===== config.mk =====
export PLATFORM = sky130hd
export DESIGN_NAME = intra_recon_stream
export DESIGN_NICKNAME = d
export VERILOG_FILES = /design/src/rtl/intra_pkg.sv /design/src/rtl/recon_clip_lane.sv /design/src/rtl/intra_recon_stream.sv
export SDC_FILE = /design/constraint.sdc
export NUM_CORES = 1
export LEC_CHECK = 0
export ABC_AREA = 1
export BUFFER_PORTS_ARGS = -buffer_cell sky130_fd_sc_hd__buf_4
export CORE_MARGIN = 8
export CORE_UTILIZATION = 56
export DETAILED_ROUTE_END_ITERATION = 10
export GPL_TIMING_DRIVEN = 1
export PLACE_DENSITY = 0.81
export SLEW_MARGIN = 0
export SYNTH_ARGS = -nofsm -noshare
export SYNTH_HDL_FRONTEND = slang
export SYNTH_SLANG_ARGS = --single-unit

===== constraint.sdc =====
create_clock -name clk -period 3.3 [get_ports clk]
set_input_delay 0.495 -clock clk [delete_from_list [all_inputs] [get_ports clk]]
set_output_delay 0.495 -clock clk [all_outputs]
set_load 0.1 [all_outputs]

===== src/rtl/intra_pkg.sv =====
// intra_pkg: block-size encoding, size lookups and FSM states shared by the reconstruction stream.
package intra_pkg;

    typedef enum logic [1:0] {SZ_4 = 2'd0, SZ_8 = 2'd1, SZ_16 = 2'd2, SZ_RSV = 2'd3} blk_size_e;
    typedef enum logic {IDLE = 1'b0, RUN = 1'b1} state_e;

    function automatic blk_size_e eff_size(logic [1:0] s);
        return s == SZ_RSV ? SZ_4 : blk_size_e'(s);
    endfunction

    function automatic logic [2:0] log2_n(blk_size_e s);
        return s == SZ_16 ? 3'd4 : s == SZ_8 ? 3'd3 : 3'd2;
    endfunction

    function automatic logic [4:0] n_of(blk_size_e s);
        return 5'd1 << log2_n(s);
    endfunction

endpackage


===== src/rtl/recon_clip_lane.sv =====
// recon_clip_lane: one pixel of prediction plus signed residue, clipped to the unsigned sample range.
module recon_clip_lane #(
    parameter int BIT_DEPTH = 8
) (
    input  logic [BIT_DEPTH-1:0] pred,
    input  logic [BIT_DEPTH:0]   resid,
    output logic [BIT_DEPTH-1:0] pix,
    output logic                 clipped
);
    logic signed [BIT_DEPTH+1:0] sum;

    assign sum = $signed({2'b00, pred}) + $signed({resid[BIT_DEPTH], resid});
    // sign bit means below zero, the next bit means above full scale
    assign clipped = sum[BIT_DEPTH+1] | sum[BIT_DEPTH];
    assign pix = sum[BIT_DEPTH+1] ? '0 : sum[BIT_DEPTH] ? '1 : sum[BIT_DEPTH-1:0];
endmodule


===== src/rtl/intra_recon_stream.sv =====
// intra_recon_stream: streaming pred+resid reconstruction with raster position tags,
// a 2-entry output buffer and saturating clip statistics.
module intra_recon_stream
    import intra_pkg::*;
#(
    parameter int BIT_DEPTH = 8,
    parameter int LANES     = 4,
    parameter int CNT_W     = 16
) (
    input  logic                           clk,
    input  logic                           reset,
    input  logic [1:0]                     cfg_size,
    input  logic                           in_valid,
    output logic                           in_ready,
    input  logic [LANES*BIT_DEPTH-1:0]     in_pred,
    input  logic [LANES*(BIT_DEPTH+1)-1:0] in_resid,
    output logic                           out_valid,
    input  logic                           out_ready,
    output logic [LANES*BIT_DEPTH-1:0]     out_pix,
    output logic                           out_last,
    output logic [3:0]                     out_row,
    output logic [3:0]                     out_col,
    output logic [CNT_W-1:0]               clip_count,
    output logic                           cfg_err
);
    localparam int PW   = LANES * BIT_DEPTH;
    localparam int LG_L = $clog2(LANES);

    logic [PW-1:0]    pix;
    logic [LANES-1:0] clipped;

    for (genvar g = 0; g < LANES; g++) begin : g_lane
        recon_clip_lane #(.BIT_DEPTH(BIT_DEPTH)) u_lane (
            .pred   (in_pred[g*BIT_DEPTH +: BIT_DEPTH]),
            .resid  (in_resid[g*(BIT_DEPTH+1) +: BIT_DEPTH+1]),
            .pix    (pix[g*BIT_DEPTH +: BIT_DEPTH]),
            .clipped(clipped[g])
        );
    end

    state_e    state_q, state_d;
    blk_size_e size_q, size_d;
    logic [7:0] cnt_q, cnt_d, idx;
    logic [2:0] lg;
    logic [8:0] bpb;
    logic [3:0] row, col;
    logic       last, push, pop;
    logic [1:0] occ;

    assign in_ready  = reset & (occ != 2'd2);
    assign out_valid = occ != 2'd0;
    assign push      = in_valid & in_ready;
    assign pop       = out_valid & out_ready;

    // block size is taken from cfg_size only on the first beat of a block
    always_comb begin
        size_d  = state_q == IDLE ? eff_size(cfg_size) : size_q;
        lg      = log2_n(size_d);
        bpb     = 9'd1 << ({lg, 1'b0} - 4'(LG_L));
        last    = {1'b0, cnt_q} == bpb - 9'd1;
        idx     = cnt_q << LG_L;
        row     = 4'(idx >> lg);
        col     = 4'(idx & {3'b000, n_of(size_d) - 5'd1});
        cnt_d   = last ? '0 : cnt_q + 8'd1;
        state_d = last ? IDLE : RUN;
    end

    always_ff @(posedge clk or negedge reset)
        if (!reset) begin
            state_q <= IDLE;
            size_q  <= SZ_4;
            cnt_q   <= '0;
        end else if (push) begin
            state_q <= state_d;
            size_q  <= size_d;
            cnt_q   <= cnt_d;
        end

    logic [PW-1:0] pix1;
    logic          last1;
    logic [3:0]    row1, col1;

    // head entry drives out_* directly; second entry only fills while the head is stalled
    always_ff @(posedge clk or negedge reset)
        if (!reset) begin
            occ      <= '0;
            out_pix  <= '0;
            out_last <= 1'b0;
            out_row  <= '0;
            out_col  <= '0;
            pix1     <= '0;
            last1    <= 1'b0;
            row1     <= '0;
            col1     <= '0;
        end else begin
            occ <= occ + 2'(push) - 2'(pop);
            if (push && (occ == 2'd0 || pop))
                {out_pix, out_last, out_row, out_col} <= {pix, last, row, col};
            else if (pop && occ == 2'd2)
                {out_pix, out_last, out_row, out_col} <= {pix1, last1, row1, col1};
            if (push && occ == 2'd1 && !pop)
                {pix1, last1, row1, col1} <= {pix, last, row, col};
        end

    logic [4:0]     ncl;
    logic [CNT_W:0] csum;

    always_comb begin
        ncl = '0;
        for (int i = 0; i < LANES; i++) ncl = ncl + 5'(clipped[i]);
        csum = {1'b0, clip_count} + (CNT_W+1)'(ncl);
    end

    always_ff @(posedge clk or negedge reset)
        if (!reset) begin
            clip_count <= '0;
            cfg_err    <= 1'b0;
        end else if (push) begin
            clip_count <= csum[CNT_W] ? '1 : csum[CNT_W-1:0];
            cfg_err    <= cfg_err | (state_q == IDLE && cfg_size == 2'd3);
        end
endmodule

# After elaboration in Yosys (flattened, before gate mapping)
# Cells that the tools add are included.
[totals] regBits=112 output_inout_bits=60 elab_cells=81 in_bits=74
[op_classes] n_reduce_logical=10 n_eq_ne=7 n_shift=3 bitwise_logic=10 addsub=14 mux=23
[ops] op="$mux 8" n=9
[ops] op="$mux 32" n=2
[ops] op="$add 9x9->10" n=4
[ops] op="$add 16x4->17" n=1
[ops] op="$mux 16" n=1
[ops] op="$mux 4" n=4
[ops] op="$eq 8x9->1" n=1
[ops] op="$shl 1x4->9 const A" n=1
[ops] op="$sub 9x1->9 const B" n=1
[ops] op="$add 8x1->8 const B" n=1
[ops] op="$shr 8x3->4" n=1
[ops] op="$eq 2x2->1 const B" n=3
[ops] op="$logic_and 1x1->1" n=5
[ops] op="$or 1x1->1" n=5
[ops] op="$add 3x1->4" n=1
[ops] op="$and 4x4->4" n=1
[ops] op="$eq 2x1->1 const B" n=2
[ops] op="$mux 1" n=4
[ops] op="$mux 2" n=2
[ops] op="$reduce_bool 2->1" n=2
[ops] op="$shl 1x3->4 const A" n=1
[ops] op="$sub 4x1->4 const B" n=1
[ops] op="$sub 4x2->4 const B" n=1
[ops] op="$add 2x1->3" n=1
[ops] op="other kinds (10)" n=12

# Longest topological paths before layout
[logic_depth] word_depth=11 depth_mapped=22 mapped_depth_nobuf=22

# Hierarchy
# Synthesis repeated with hierarchy kept, for this count alone.
[unflattened] hier_cells=1014 area_unflattened_um2=7312.0
[modules_own_cells] mod="intra_recon_stream" cells_each=650 area_per_inst_um2=5215.0 seq_area_each_um2=2702.6 instances=1
[modules_own_cells] mod="recon_clip_lane" cells_each=91 area_per_inst_um2=524.3 seq_area_each_um2=0.0 instances=4

# Least setup slack after synthesis
# Ideal clock, no wire load.
[synth_path] kind="input to register" from="input in_pred[0]" to="register clip_count[15]" arrival_time_ns=3.970 cell_stages=22 slack_ns=-0.739 required_ns=3.231 path_buffers=1 setup_ns=0.069 cell_sequence="ha_1 fa_1 nand3_1 nand3_1 nand2_1 nand2_1 nand2_1 nand2_1 and2_1 fa_1 fa_1 inv_1 fa_1 nand3_1 nor2_1 nand3_1 nor2_4 nand2_2 nor2_2 nand2_1 buf_6 nand3_1"
[synth_via] elab_chain_len=7
[synth_rtl] item="from (decl)" line="intra_recon_stream.sv:15" text="input logic [LANES*BIT_DEPTH-1:0] in_pred,"
[synth_rtl] item="$add 9x9->10" line="recon_clip_lane.sv:12" text="assign sum = $signed({2'b00, pred}) + $signed({resid[BIT_DEPTH], resid});"
[synth_rtl] item="$or 1x1->1" line="recon_clip_lane.sv:14" text="assign clipped = sum[BIT_DEPTH+1] | sum[BIT_DEPTH];"
[synth_rtl] item="$add 1x1->2" line="intra_recon_stream.sv:110" text="for (int i = 0; i < LANES; i++) ncl = ncl + 5'(clipped[i]);"
[synth_rtl] item="$add 2x1->3" line="intra_recon_stream.sv:110"
[synth_rtl] item="$add 3x1->4" line="intra_recon_stream.sv:110"
[synth_rtl] item="$add 16x4->17" line="intra_recon_stream.sv:111" text="csum = {1'b0, clip_count} + (CNT_W+1)'(ncl);"
[synth_rtl] item="$mux 16" line="intra_recon_stream.sv:119" text="clip_count <= csum[CNT_W] ? '1 : csum[CNT_W-1:0];"
[synth_rtl] item="to (signal assigned)" line="intra_recon_stream.sv:119"
[synth_rtl] item="to (decl)" line="intra_recon_stream.sv:23" text="output logic [CNT_W-1:0] clip_count,"
# Every way passes these cells.
# A chain may end at the register's enable or synchronous reset.

# Worst setup path after layout
[layout_path] from="input in_pred[6]" to="register clip_count[13]"
# Same word-level chain as after synthesis.

==> impl_metrics.xml <==
<?xml version="1.0" encoding="UTF-8"?>
<metrics>
  <group name="critical_path">
    <metric name="critPathMaxStageDelay" unit="ns">0.47</metric>
    <metric name="critical_path_arrival" unit="ns">3.80</metric>
    <metric name="setup.worst_path.class" unit="">in2reg</metric>
    <metric name="crit_chain" unit="">buf_4, ha_1, nand2_1, nand2_1, a21oi_2, nand2_1, nand2_2, nand3_2, and2_4, fa_1, fa_2, inv_2, fa_2, nand3_2, nor2_2, nand3_2, nor2_4, nand2_2, nor2_4, nand2_4, nand3b_1</metric>
    <metric name="worstPathRequired" unit="ns">3.58</metric>
    <metric name="worstPathBufferInverterCount" unit="">2</metric>
    <metric name="crit_family" unit="">simple AND/OR/NAND/NOR gates</metric>
    <metric name="critical_path.startpoint_type" unit="">input pin</metric>
    <metric name="setup.worst_path.end_class" unit="">register</metric>
    <metric name="crit_slowest_cell" unit="">sky130_fd_sc_hd__fa_1</metric>
    <metric name="worst-path-max-fanout" unit="">6</metric>
  </group>
  <group name="sta">
    <metric name="final_hold_vios" unit="">0</metric>
    <metric name="period_share" unit="">1.07</metric>
    <metric name="maxSlewViolCount" unit="">0</metric>
    <metric name="period_minus_slack" unit="ns">3.52</metric>
    <metric name="worst-slew-pin-transition" unit="ns">0.873</metric>
    <metric name="clock.fmax" unit="MHz">284</metric>
    <metric name="finClkSkew" unit="ns">0.00941</metric>
    <metric name="setup_ws" unit="ns">-0.217</metric>
    <metric name="finalSetupViolCount" unit="">16</metric>
    <metric name="timing.slew.headroom" unit="">0.414</metric>
    <metric name="rsz0062_at_grt" unit="">yes</metric>
  </group>
  <group name="global_route">
    <metric name="first_global_vias" unit="">6630</metric>
    <metric name="grt_first_pass_wirelength" unit="mm">29.9</metric>
    <metric name="number_of_antenna_violations_at_the_first_check_in_global_routing" unit="">0</metric>
    <metric name="globalRouteOverflowTotal" unit="">0</metric>
    <metric name="maximum_number_of_pins_on_one_net_before_global_route_repair" unit="">58</metric>
    <metric name="grtUsageTotal" unit="">0.221</metric>
  </group>
  <group name="clock_network">
    <metric name="cts-buffers-inserted" unit="">9</metric>
    <metric name="clk_root_buffer_cell" unit="">sky130_fd_sc_hd__clkbuf_16</metric>
    <metric name="clock_tree.buffer_depth" unit="">2</metric>
    <metric name="clock_sink_count" unit="">108</metric>
    <metric name="cts.clk_slew.worst_paths" unit="ns">0.07</metric>
    <metric name="clock_tree.htree_level_count" unit="">3</metric>
    <metric name="cts_tree" unit="">built</metric>
    <metric name="worst_skew_pair.late_latency" unit="ns">0.36</metric>
    <metric name="cts-hold-fix-buffers" unit="">0</metric>
  </group>
  <group name="placed_design">
    <metric name="place_hpwl" unit="mm">13.0</metric>
    <metric name="numPortBuffers" unit="">131</metric>
    <metric name="gp_routability_congestion" unit="">0.846</metric>
  </group>
  <group name="routing">
    <metric name="final_antenna_net_count" unit="">0</metric>
    <metric name="route.vias.total" unit="">6840</metric>
    <metric name="drt_iter0_drc" unit="">419</metric>
    <metric name="routedWlPerCell" unit="um">13.0</metric>
    <metric name="drt_pass1_iterations" unit="">5</metric>
    <metric name="drt_drc_violations_left" unit="">0</metric>
    <metric name="avgViaCountPerCell" unit="">5.02</metric>
    <metric name="wirelength" unit="mm">17.8</metric>
  </group>
  <group name="yosys">
    <metric name="syn-instance-count" unit="">983</metric>
    <metric name="syn_area_per_cell" unit="um^2">7.07</metric>
    <metric name="ys_ff_latch" unit="">108</metric>
    <metric name="yosysWarnings" unit="">0</metric>
    <metric name="yosysSeqAreaShare" unit="">0.389</metric>
    <metric name="mappedNetlistArea" unit="mm^2">0.00695</metric>
    <metric name="synth.distinct_cells" unit="">33</metric>
  </group>
  <group name="cells_and_area">
    <metric name="area_growth_syn_to_layout" unit="%">32.7</metric>
    <metric name="final_net_count" unit="">1309</metric>
    <metric name="post_route_cells_drive_above_1_share" unit="">0.251</metric>
    <metric name="layout_common_cells" unit="">sky130_fd_sc_hd__nand2_1 (378), sky130_fd_sc_hd__buf_4 (216), sky130_fd_sc_hd__dfrtp_1 (108), sky130_fd_sc_hd__inv_1 (101), sky130_fd_sc_hd__nor2_1 (70)</metric>
    <metric name="insertedDiodeCount" unit="">0</metric>
    <metric name="final.fill_count" unit="">893</metric>
    <metric name="final_common_cell" unit="">sky130_fd_sc_hd__nand2_1</metric>
    <metric name="final_core_utilization" unit="">0.765</metric>
  </group>
  <group name="floorplanning">
    <metric name="floorplan_die_area" unit="mm^2">0.0162</metric>
    <metric name="start_util" unit="">0.576</metric>
    <metric name="fp-row-count" unit="">40</metric>
    <metric name="core_region_area" unit="mm^2">0.0121</metric>
    <metric name="num_io_pins" unit="">134</metric>
    <metric name="die_x" unit="um">127</metric>
    <metric name="chipHeight" unit="um">127</metric>
  </group>
  <group name="outcome">
    <metric name="failing_checks" unit="">setup timing</metric>
    <metric name="run_status" unit="">finished with violations</metric>
  </group>
  <group name="pwr">
    <metric name="power_per_cell_area" unit="mW/mm^2">894</metric>
    <metric name="p_leak" unit="uW">0.00512</metric>
    <metric name="total_power" unit="uW">8250</metric>
    <metric name="vdd_ir_drop_max" unit="mV">0.828</metric>
  </group>
  <group name="flow_run">
    <metric name="drv.max_cap_violation_count" unit="">0</metric>
  </group>
  <group name="min_path">
    <metric name="hold_path_class" unit="">in2async</metric>
  </group>
</metrics>
Yosys cell counts:
| cell type | count | area, um^2 |
|---|---|---|
| sky130_fd_sc_hd__nand2_1 | 394 | 1480 |
| sky130_fd_sc_hd__dfrtp_1 | 108 | 2700 |
| sky130_fd_sc_hd__inv_1 | 103 | 387 |
| sky130_fd_sc_hd__nor2_1 | 73 | 274 |
| sky130_fd_sc_hd__a21oi_1 | 57 | 285 |
| sky130_fd_sc_hd__nand3_1 | 46 | 230 |
| sky130_fd_sc_hd__o21ai_1 | 40 | 200 |
| sky130_fd_sc_hd__ha_1 | 38 | 475 |
| sky130_fd_sc_hd__o21ai_0 | 18 | 90.1 |
| sky130_fd_sc_hd__xnor2_1 | 18 | 158 |
| sky130_fd_sc_hd__buf_2 | 15 | 75.1 |
| sky130_fd_sc_hd__nor3_1 | 8 | 40.0 |
| sky130_fd_sc_hd__clkbuf_1 | 7 | 26.3 |
| sky130_fd_sc_hd__fa_1 | 7 | 140 |
| sky130_fd_sc_hd__nand4_1 | 7 | 43.8 |
| sky130_fd_sc_hd__xor2_1 | 7 | 61.3 |
| sky130_fd_sc_hd__nand3b_1 | 6 | 45.0 |
| sky130_fd_sc_hd__and2_1 | 4 | 25.0 |
| sky130_fd_sc_hd__buf_6 | 4 | 45.0 |
| sky130_fd_sc_hd__inv_2 | 4 | 15.0 |
| sky130_fd_sc_hd__nor2_4 | 3 | 33.8 |
| sky130_fd_sc_hd__buf_4 | 2 | 15.0 |
| sky130_fd_sc_hd__nand2_2 | 2 | 12.5 |
| sky130_fd_sc_hd__nor2_2 | 2 | 12.5 |
| sky130_fd_sc_hd__o211ai_1 | 2 | 15.0 |
| sky130_fd_sc_hd__a21o_1 | 1 | 7.51 |
| sky130_fd_sc_hd__a41o_1 | 1 | 10.0 |
| sky130_fd_sc_hd__clkinv_2 | 1 | 5.00 |
| sky130_fd_sc_hd__conb_1 | 1 | 3.75 |
| sky130_fd_sc_hd__nand2_4 | 1 | 11.3 |
| sky130_fd_sc_hd__nand4_2 | 1 | 12.5 |
| sky130_fd_sc_hd__nor3b_1 | 1 | 7.51 |
| sky130_fd_sc_hd__o22ai_1 | 1 | 6.26 |
through the flow:
stage	setup slack (ns)	cell area, um^2	std cells	hold WS, ns	TNS (ns)
floorplan	-0.461	7060	984	0.199	-5.97
global placement	-0.545	8660	1327	0.453	-7.66
detailed placement	-0.594	8660	1327	0.465	-8.61
CTS	-0.0858	9140	1361	0.350	-0.750
global route	-0.325	9230	1363	0.371	-4.11
finish	-0.217	9230	1363	0.309	-2.41
layer usage:
| metal | part of all wire | global-route usage | vias to the layer above |
|---|---|---|---|
| met2 | 0.51 | 0.388 | 159 |
| met5 | 0 | 0 | - |
| met1 | 0.42 | 0.261 | 3149 |
| li1 | - | - | 3500 |
| met4 | 0.022 | 0.0721 | 0 |
| met3 | 0.050 | 0.0499 | 32 |
logic make-up (layout without fill, tap and decap cells):
family,after synthesis,after routing,synth area share
compound gates,120,120,0.0884
simple gates,548,549,0.320
flops,108,108,0.389
xor+xnor,25,25,0.0315
buf+inv,136,346,0.0817
other cells,1,2,0.000540
fa+ha+maj,45,45,0.0886
state kept, by name, indices dropped and copies added, names as in the netlist:
signal and flops:
clip_count 16, cfg_err 1, col1 2, out_last 1
last1 1, out_row 4, size_q 2, state_q 1
out_col 2, out_pix 32, row1 4, pix1 32
occ 2, cnt_q 8
power breakdown:
part | internal (uW) | leakage (uW) | switching [uW]
combinational | 1310 | 0.00362 | 3580
sequential | 1890 | 0.00135 | 381
clock | 597 | 0.000145 | 491
total | 3790 | 0.00512 | 4460
layout make-up:
class | count | area, um^2 | area share
clock buffer | 10 | 229 | 0.0248
clock inverter | 6 | 71.3 | 0.00773
inverter | 108 | 409 | 0.0443
multi-input combinational | 741 | 3910 | 0.423
sequential | 108 | 2700 | 0.293
tap | 168 | 210 | 0.0228
timing repair buffer | 222 | 1700 | 0.184
worst register-to-register path, cell delays in order, from the launching register on:
cell	delay, ns
sky130_fd_sc_hd__dfrtp_1	0.39
sky130_fd_sc_hd__inv_1	0.09
sky130_fd_sc_hd__fa_1	0.52
sky130_fd_sc_hd__fa_2	0.37
sky130_fd_sc_hd__inv_2	0.07
sky130_fd_sc_hd__fa_2	0.21
sky130_fd_sc_hd__nand3_2	0.08
sky130_fd_sc_hd__nor2_2	0.11
sky130_fd_sc_hd__nand3_2	0.11
sky130_fd_sc_hd__nor2_4	0.11
sky130_fd_sc_hd__nand2_2	0.08
sky130_fd_sc_hd__nor2_4	0.20
sky130_fd_sc_hd__nand2_4	0.12
sky130_fd_sc_hd__nand3b_1	0.14
path summary, 6_finish.rpt:
check / depth (start not counted) / slack [ns] / endpoint / startpoint
setup / recovery: 21 / -0.22 / clip_count[13] / in_pred[6]
hold / removal: 2 / 0.31 / out_pix[18] / reset
hold reg to reg: 1 / 0.49 / cfg_err / cfg_err
min in group clk: 2 / 0.42 / cfg_err / cfg_size[0]
max in group asynchronous: 3 / 1.85 / cfg_err / reset
setup reg to reg: 13 / 0.62 / clip_count[13] / clip_count[0]
what timing repair did:
action                                  4_1_cts  5_1_grt
buffers inserted                             17        4
gates resized for setup                      11       23
pin swaps                                    20        9
endpoints found under the setup margin       14       32
cloned                                        1        0
No activity file was read; power rests on OpenSTA's default activity.
